## src/rtl/mc_controller.sv

```systemverilog
// mc_controller: Moore control FSM for the multicycle MIPS datapath.
// Define MC_BNE_EN to add bne support through the BNEEX state.
module mc_controller #(
  parameter int STATE_W = 4
) (
  input  logic               clk,
  input  logic               reset,
  input  logic [5:0]         op,
  input  logic [5:0]         funct,
  input  logic               zero,
  output logic               pcen,
  output logic               irwrite,
  output logic               regwrite,
  output logic               memwrite,
  output logic               alusrca,
  output logic               iord,
  output logic               memtoreg,
  output logic               regdst,
  output logic [2:0]         alusrcb,
  output logic [1:0]         pcsrc,
  output logic [2:0]         alucontrol,
  output logic [1:0]         lb,
  output logic               illegal,
  output logic [STATE_W-1:0] state
);
  typedef enum logic [STATE_W-1:0] {
    FETCH, DECODE, MEMADR, MEMRD, MEMWB, MEMWR, RTYPEEX, RTYPEWB,
    BEQEX, ADDIEX, ANDIEX, IMMWB, JEX, BNEEX
  } state_t;
  state_t state_q, state_d;
  logic pcwrite, branch, branch_n, r_ok;
  logic [2:0] r_alu;
  assign r_ok = funct inside {6'b100000, 6'b100010, 6'b100100, 6'b100101, 6'b101010};
  assign r_alu = funct == 6'b100010 ? 3'b110 :
                 funct == 6'b100100 ? 3'b000 :
                 funct == 6'b100101 ? 3'b001 :
                 funct == 6'b101010 ? 3'b111 : 3'b010;
  always_ff @(posedge clk or negedge reset)
    if (!reset) state_q <= FETCH;
    else state_q <= state_d;
  always_comb begin
    state_d = FETCH;
    pcwrite = 1'b0;
    branch = 1'b0;
    branch_n = 1'b0;
    irwrite = 1'b0;
    regwrite = 1'b0;
    memwrite = 1'b0;
    illegal = 1'b0;
    alusrca = 1'b0;
    iord = 1'b0;
    memtoreg = 1'b0;
    regdst = 1'b0;
    alusrcb = 3'b000;
    pcsrc = 2'b00;
    alucontrol = 3'b010;
    lb = 2'b00;
    case (state_q)
      FETCH: begin
        irwrite = 1'b1;
        alusrcb = 3'b001;
        pcwrite = 1'b1;
        state_d = DECODE;
      end
      DECODE: begin
        alusrcb = 3'b011;
        case (op)
          6'b100011, 6'b101011, 6'b100000, 6'b100100: state_d = MEMADR;
          6'b000000: begin
            if (r_ok) state_d = RTYPEEX;
            illegal = !r_ok;
          end
          6'b000100: state_d = BEQEX;
          6'b001000: state_d = ADDIEX;
          6'b001100: state_d = ANDIEX;
          6'b000010: state_d = JEX;
`ifdef MC_BNE_EN
          6'b000101: state_d = BNEEX;
`endif
          default: illegal = 1'b1;
        endcase
      end
      MEMADR: begin
        alusrca = 1'b1;
        alusrcb = 3'b010;
        state_d = op == 6'b101011 ? MEMWR : MEMRD;
      end
      MEMRD: begin
        iord = 1'b1;
        lb = op == 6'b100000 ? 2'b10 : op == 6'b100100 ? 2'b01 : 2'b00;
        state_d = MEMWB;
      end
      MEMWB: begin
        memtoreg = 1'b1;
        regwrite = 1'b1;
      end
      MEMWR: begin
        iord = 1'b1;
        memwrite = 1'b1;
      end
      RTYPEEX: begin
        alusrca = 1'b1;
        alucontrol = r_alu;
        state_d = RTYPEWB;
      end
      RTYPEWB: begin
        regdst = 1'b1;
        regwrite = 1'b1;
      end
      BEQEX: begin
        alusrca = 1'b1;
        alucontrol = 3'b110;
        pcsrc = 2'b01;
        branch = 1'b1;
      end
      ADDIEX: begin
        alusrca = 1'b1;
        alusrcb = 3'b010;
        state_d = IMMWB;
      end
      ANDIEX: begin
        alusrca = 1'b1;
        alusrcb = 3'b100;
        alucontrol = 3'b000;
        state_d = IMMWB;
      end
      IMMWB: regwrite = 1'b1;
      JEX: begin
        pcsrc = 2'b10;
        pcwrite = 1'b1;
      end
`ifdef MC_BNE_EN
      BNEEX: begin
        alusrca = 1'b1;
        alucontrol = 3'b110;
        pcsrc = 2'b01;
        branch_n = 1'b1;
      end
`endif
      default: state_d = FETCH;
    endcase
    // While reset is held the state is already FETCH; only the strobes need masking.
    if (!reset) begin
      pcwrite = 1'b0;
      branch = 1'b0;
      branch_n = 1'b0;
      irwrite = 1'b0;
      regwrite = 1'b0;
      memwrite = 1'b0;
      illegal = 1'b0;
    end
  end
  assign pcen = pcwrite | (branch & zero) | (branch_n & ~zero);
  assign state = state_q;
endmodule

```

## config.mk

```make
export PLATFORM = sky130hd
export DESIGN_NAME = mc_controller
export DESIGN_NICKNAME = d
export VERILOG_FILES = /design/src/rtl/mc_controller.sv
export SDC_FILE = /design/constraint.sdc
export NUM_CORES = 1
export LEC_CHECK = 0
export CAP_MARGIN = 30
export CORE_MARGIN = 5
export CORE_UTILIZATION = 37
export DETAILED_ROUTE_END_ITERATION = 7
export PLACE_DENSITY_LB_ADDON = 0.08
export SYNTH_ARGS = -nofsm -noshare
export SYNTH_HDL_FRONTEND = slang
export SYNTH_SLANG_ARGS = --single-unit
```

## constraint.sdc

```tcl
create_clock -name clk -period 1.5 [get_ports clk]
set_clock_uncertainty 0.05 [all_clocks]
set_input_delay 0.3 -clock clk [delete_from_list [all_inputs] [get_ports clk]]
set_output_delay 0.3 -clock clk [all_outputs]
set_load 0.02 [all_outputs]
```

==> flow_summary.ini, run 1 <==
[synthesis]
synth_cell_types = 39
synth.mux.area_fraction = 0.0169
synthAdderAreaFrac = 0
synth-seq-cells = 4
syn-num-nets = 113
synth_compound_area_frac = 0.255
yosysSeqAreaShare = 0.150
yosys_most_used_dff = dfrtp_1
yosysWarnings = 0
synthXorXnorAreaFrac = 0.0262
synth_edf_count = 0
synthCells = 98
synthesis.area_um2 = 668
async_flop_share = 1.00
postSynthAreaPerCell_um2 = 6.82
synth-simple-area-share = 0.444
synth_top_family_by_area = simple AND/OR/NAND/NOR gates

[clock_tree]
cts_buffers = 3
ctsHoldBuffers = 0
postCtsSetupBuffers = 13
clkSinkCount = 4
root_buffer = clkbuf_4
post_cts_resized = 182
clock_path_buffers = 2
ctsHtreeMaxLevel = 1

[placement]
gp_congestion = 0.823
portBuffers = 37
placedCellCount = 197
place_hpwl_mm = 2.40

[status]
stop_stage = clock tree synthesis
outcome = did not finish
tool.error = [ERROR DPL-0033] detailed placement checks failed during check placement.

[floorplanning]
initial_core_util = 0.387
rows = 15
fp.dieH_um = 52.5
die_width_um = 52.5
io_pins = 38
## logic make-up after synthesis
| group | count (synthesis) |
|---|---|
| XOR/XNOR | 2 |
| AND/OR/NAND/NOR | 55 |
| AO/OA/AOI/OAI | 25 |
| buffers and inverters | 11 |
| multiplexers | 1 |
| flip-flops | 4 |
## cells in the mapped netlist, drive strengths merged, types with 2 or more instances
cell type,instances,area (µm²)
a31oi,3,18.8
dfrtp,4,100
nor2,17,63.8
inv,4,15.0
clkbuf,2,17.5
and3,2,13.8
o21ai,4,20.0
nor3,10,50.1
nand2,6,22.5
nor4,4,31.3
o211a,2,20.0
nand2b,4,25.0
buf,5,40.0
o32ai,2,17.5
or2,2,12.5
nor3b,2,15.0
xnor2,2,17.5
a21oi,8,40.0
## stage by stage
stage	cell area (µm²)	setup TNS, ns	hold slack, ns	utilization	setup WS [ns]
floorplan	793	-0.462	-0.0456	-	-0.102
global placement	1490	-12.00	0.552	0.861	-1.03
detailed placement	1490	-12.83	0.561	0.861	-1.08
==> run 2: changes to the inputs <==
--- a/config.mk
+++ b/config.mk
@@ -6,10 +6,10 @@
 export NUM_CORES = 1
 export LEC_CHECK = 0
 export CAP_MARGIN = 30
-export CORE_MARGIN = 5
-export CORE_UTILIZATION = 37
+export CORE_AREA = 5 5 66 68
 export DETAILED_ROUTE_END_ITERATION = 7
-export PLACE_DENSITY_LB_ADDON = 0.08
+export DIE_AREA = 0 0 71 73
+export PLACE_DENSITY_LB_ADDON = 0.15
 export SYNTH_ARGS = -nofsm -noshare
 export SYNTH_HDL_FRONTEND = slang
 export SYNTH_SLANG_ARGS = --single-unit
==> run 2 against run 1 <==
Compared with the run above: the flow now finishes, with violations (setup timing); area after synthesis unchanged; synthesized cell count unchanged.
==> flow_summary.ini, run 2 <==
[critical_path]
r2r_end = state[1]
path_delay_family = buffers and inverters
critPathSlowestCell = dfrtp_2
critPathMaxFanout = 6
cp_common_cell = buf_4
critical_path.max_stage_delay_ns = 0.44
crit_path_end_kind = output port
path_cells = buf_4 -> buf_8 -> buf_4 -> nor3_4 -> buf_6
worst-setup-path-type = reg -> out
cp.depth = 5
worst-r2r-setup-slack_ns = -0.11
worst-path-buf-inv = 4
worst_ep_required_time_ns = 1.15
r2r_cells = 6
critPathArrivalTime_ns = 1.38
r2r_start = state[2]
startpoint_type = flip-flop

[clock_tree]
clkSinkCount = 4
cts_buffers = 3
clock_path_buffers = 2
cts_tree = done
clkTransAtPathRegs_ns = 0.03
ctsHoldBuffers = 0
clkLatencyLatePin_ns = 0.21
root_buffer = clkbuf_8
ctsHtreeMaxLevel = 1

[synthesis]
ys_top_cells_by_count = nor2_1 (17), nor3_1 (10), a21oi_1 (8), nand2_1 (6)
synth_area_leaders = dfrtp_1 (15%), nor2_1 (9.6%), nor3_1 (7.5%)
yosysSeqAreaShare = 0.150
yosys_most_used_dff = dfrtp_1
syn-num-nets = 113
synth_top_area_cell = dfrtp_1
synth_edf_count = 0
synth-seq-cells = 4
async_flop_share = 1.00
yosysWarnings = 0
synthMostInstantiatedCell = nor2_1
synthesis.area_um2 = 668
postSynthAreaPerCell_um2 = 6.82
synthCells = 98
synth_top_area_share = 0.150
synth_cell_types = 39

[sta]
max_freq_mhz = 579
setup_slack_ns = -0.226
relSlewSlack = 0.789
hold_violations = 0
setup_viol = 20
tightest_slew_ns = 0.316
rsz0062_at_grt = true
tns_ns = -2.83
period_minus_slack_ns = 1.73
drv_slew = 0
fin_crit_sh = 1.15

[finish]
largest_reg_flops = 4
syn_to_final_growth_pct = 193
layout_common_cells = buf_4 (53), buf_6 (31), nor2_1 (8), nor3_2 (7), nor2_4 (7)
final_nets = 212
diodes = 0
final_common_cell = buf_4
drive_above_1_share = 0.790
nFillCells = 377

[detailed_routing]
drc = 0
wl_per_cell_um = 13.1
vias = 1117
drtIter0Drc = 32
dr.pass1.iters = 4
wl_mm = 3.21
drt-vias-per-instance = 4.56
ant_nets = 0

[floorplanning]
dieArea_um2 = 5180
die_width_um = 71
fp.dieH_um = 73
io_pins = 38
initial_core_util = 0.176
rows = 23
core-area_um2 = 3800

[global_route]
grt_max_degree = 13
antenna_found_initial = 0
first_global_vias = 1183
grt_first_pass_wirelength_mm = 5.26
grt-ovfl-total = 0
grt_use_total = 0.125

[placement]
dp_slack_ns = -1.05
portBuffers = 37
gp_congestion = 0.824
place_hpwl_mm = 2.45

[pwr]
power_density_nw_per_um2 = 1320
total_power_mw = 2.58
irDropWorstVdd_mv = 0.413
p_leak_nw = 0.863

[status]
outcome = finished with violations
violations = setup timing

[job]
drv_cap = 0

[worst_hold_path]
holdCritPathClass = in -> async
## run 2: final cells by class
type                            count  area [µm²]  share of cell area
Clock buffer                        3        41.3              0.0211
Inverter                            4        17.5             0.00896
Multi-Input combinational cell     83         830               0.424
Sequential cell                     4         105              0.0538
Tap cell                           50        62.6              0.0320
Timing Repair Buffer              101         898               0.460
## run 2: power by group
| group | switching [mW] | internal (mW) |
|---|---|---|
| Clock | 0.0487 | 0.170 |
| Sequential | 0.0723 | 0.154 |
| Combinational | 0.993 | 1.14 |
| Total | 1.11 | 1.47 |
## run 2: worst max-delay path by stage
stage / start / endpoint / slack (ns)
final: state[2] / alusrcb[0] / -0.23
after global routing: state[2] / lb[1] / -0.29
after CTS: state[3] / lb[0] / -0.23
after detailed placement: op[0] / illegal / -1.05
after global placement: op[0] / illegal / -1.04
after floorplan: state[3] / regwrite / -0.10
## run 2: logic make-up (layout without fill, tap and decap cells)
group	after synthesis	after routing	share of synthesized area
DFF	4	4	0.150
AOI/OAI and AO/OA	25	25	0.255
xor gates and xnor gates	2	2	0.0262
and+or+nand+nor	55	55	0.444
muxes	1	1	0.0169
buffers and inverters	11	108	0.109
## run 2: through the flow
stage	instances	area [µm²]	hold slack (ns)	util
floorplan	98	793	-0.0456	-
global placement	220	1480	0.588	0.389
detailed placement	220	1480	0.567	0.389
CTS	233	1770	0.102	0.465
global route	245	1950	0.119	0.514
finish	245	1950	0.101	0.514
## run 2: layer usage
layer,GRT usage,part of all wire,vias to the layer above
met2,0.231,0.54,32
met3,0.0165,0.044,6
li1,-,-,560
met1,0.136,0.40,519
met4,0.0731,0.020,0
met5,0,0,-
## run 2: timing repair
action                                 CTS  global route
gates cloned                             0             0
pin swaps                               30            10
endpoints found under the hold margin    0             0
setup endpoints to repair               26            25
buffers inserted                        11            12
gates resized for setup                207            27
(Power assumes the default switching activity.)
==> run 3: changes to the inputs <==
--- a/config.mk
+++ b/config.mk
@@ -7,9 +7,9 @@
 export LEC_CHECK = 0
 export CAP_MARGIN = 30
 export CORE_AREA = 5 5 66 68
+export CTS_BUF_LIST = sky130_fd_sc_hd__clkbuf_2 sky130_fd_sc_hd__clkbuf_4 sky130_fd_sc_hd__clkbuf_8
 export DETAILED_ROUTE_END_ITERATION = 7
 export DIE_AREA = 0 0 71 73
-export PLACE_DENSITY_LB_ADDON = 0.15
 export SYNTH_ARGS = -nofsm -noshare
 export SYNTH_HDL_FRONTEND = slang
 export SYNTH_SLANG_ARGS = --single-unit
==> run 3 against run 2 <==
Compared with the run above: clock power grew 3%; sequential power grew 2%; the run still ends with setup timing left; via count shrank 2.4%.
==> flow_summary.ini, run 3 (same netlist as run 2, synthesis figures left out) <==
[status]
violations = setup timing
outcome = finished with violations

[clock_tree]
cts_tree = done
ctsHoldBuffers = 0
clkSinkCount = 4
ctsHtreeMaxLevel = 1
clock_path_buffers = 2
clkTransAtPathRegs_ns = 0.03
root_buffer = clkbuf_8
clkLatencyLatePin_ns = 0.22
cts_buffers = 3

[floorplanning]
fp.dieH_um = 73
dieArea_um2 = 5180
initial_core_util = 0.176
core-area_um2 = 3800
io_pins = 38
die_width_um = 71
rows = 23

[pwr]
switchingPower_mw = 1.13
power_density_nw_per_um2 = 1340
total_power_mw = 2.46
p_int_mw = 1.32
p_sw_frac = 0.461
clockPowerShare = 0.091
irDropWorstVdd_mv = 0.771
power_frac_seq = 0.094
p_leak_nw = 0.789
pwr-share-comb = 0.815

[placement]
portBuffers = 37
gp_congestion = 0.911
dp_slack_ns = -1.09
place_hpwl_mm = 2.48
postPlaceCellArea_um2 = 1450

[critical_path]
critPathArrivalTime_ns = 1.39
crit_path_end_kind = output port
worst_ep_required_time_ns = 1.15
critPathMaxFanout = 4
worst-setup-path-type = reg -> out
startpoint_type = flip-flop

[sta]
period_minus_slack_ns = 1.74
relSlewSlack = 0.805
fin_crit_sh = 1.16
rsz0062_at_grt = true
setup_viol = 20
max_freq_mhz = 574
tns_ns = -2.81
drv_slew = 0
setup_slack_ns = -0.242
hold_violations = 0
tightest_slew_ns = 0.292

[global_route]
grt_use_total = 0.126
grt_first_pass_wirelength_mm = 5.25
grt_max_degree = 9
first_global_vias = 1114
antenna_found_initial = 0
grt-ovfl-total = 0

[detailed_routing]
wl_mm = 3.45
drt-vias-per-instance = 4.70
dr.pass1.iters = 4
wl_per_cell_um = 14.9
vias = 1090
drtIter0Drc = 36
ant_nets = 0
drc = 0

[finish]
diodes = 0
multi_input_area_um2 = 816
layout_common_cells = buf_4 (39), buf_6 (29), nor2_1 (9)
final_nets = 199
largest_reg_flops = 4
nFillCells = 373
syn_to_final_growth_pct = 175
final_common_cell = buf_4
design_area_um2 = 1840
seq_area_um2 = 105
drive_above_1_share = 0.769

[job]
drv_cap = 0

[worst_hold_path]
holdCritPathClass = in -> async
run 3: cell count changes in the layout (fill, tap and decap cells not counted), moves of 2 or more:
| cell | before | now |
|---|---|---|
| a21oi_4 | 2 | 0 |
| a21oi_2 | 2 | 4 |
| nor3_4 | 3 | 6 |
| buf_6 | 31 | 29 |
| nor3_2 | 7 | 3 |
| buf_4 | 53 | 39 |
run 3: worst max-delay path, cell delays in order (launching register included):
cell	delay, ns
dfrtp_2	0.44
nor2_4	0.14
nand4_1	0.20
nor3b_4	0.25
buf_6	0.14
run 3: repair_timing:
item / 4_1_cts / 5_1_grt
pin swaps: 26 / 19
endpoints found under the setup margin: 27 / 23
buffers inserted: 6 / 7
gates resized for setup: 196 / 33
endpoints found under the hold margin: 0 / 0
run 3: layout make-up:
class | instances | share of cell area
Clock buffer | 3 | 0.0224
Multi-Input combinational cell | 83 | 0.444
Inverter | 4 | 0.00952
Tap cell | 50 | 0.0340
Sequential cell | 4 | 0.0571
Timing Repair Buffer | 88 | 0.433
run 3: metal layers:
metal	wire length, µm	up-vias	global-route usage
met2	1840	25	0.232
met3	167	2	0.0220
met4	25	0	0.0501
met5	0	-	0
met1	1420	530	0.143
li1	-	533	-
run 3: per-stage QoR:
step	hold WS, ns	utilization	std cells
CTS	0.106	0.439	225
global placement	0.570	0.381	216
detailed placement	0.568	0.381	216
floorplan	-0.0456	-	98
finish	0.107	0.484	232
global route	0.106	0.484	232
run 3: final timing paths:
kind | start | end | slack (ns) | cells past startpoint
hold reg to reg | state[2] | state[3] | 0.68 | 2
hold / removal | reset | state[1] | 0.11 | 2
min in group clk | op[0] | state[2] | 0.62 | 5
max in group asynchronous | reset | state[2] | 1.17 | 2
setup reg to reg | state[0] | state[1] | -0.03 | 6
setup / recovery | state[3] | lb[0] | -0.24 | 4
run 3: power by group through the flow:
stage	sequential (mW)	combinational, mW	clock [mW]
after floorplan	0.269	0.839	0
after global placement	0.220	1.58	0
after detailed placement	0.222	1.58	0
after CTS	0.230	1.71	0.228
after global routing	0.239	2.13	0.234
final	0.231	2.00	0.225
==> run 4: changes to the inputs <==
--- a/config.mk
+++ b/config.mk
@@ -10,6 +10,7 @@
 export CTS_BUF_LIST = sky130_fd_sc_hd__clkbuf_2 sky130_fd_sc_hd__clkbuf_4 sky130_fd_sc_hd__clkbuf_8
 export DETAILED_ROUTE_END_ITERATION = 7
 export DIE_AREA = 0 0 71 73
+export GPL_ROUTABILITY_DRIVEN = 0
 export SYNTH_ARGS = -nofsm -noshare
 export SYNTH_HDL_FRONTEND = slang
 export SYNTH_SLANG_ARGS = --single-unit
==> results of run 4 <==
Same layout as run 3: the final DEF is identical, and so are final timing and power.
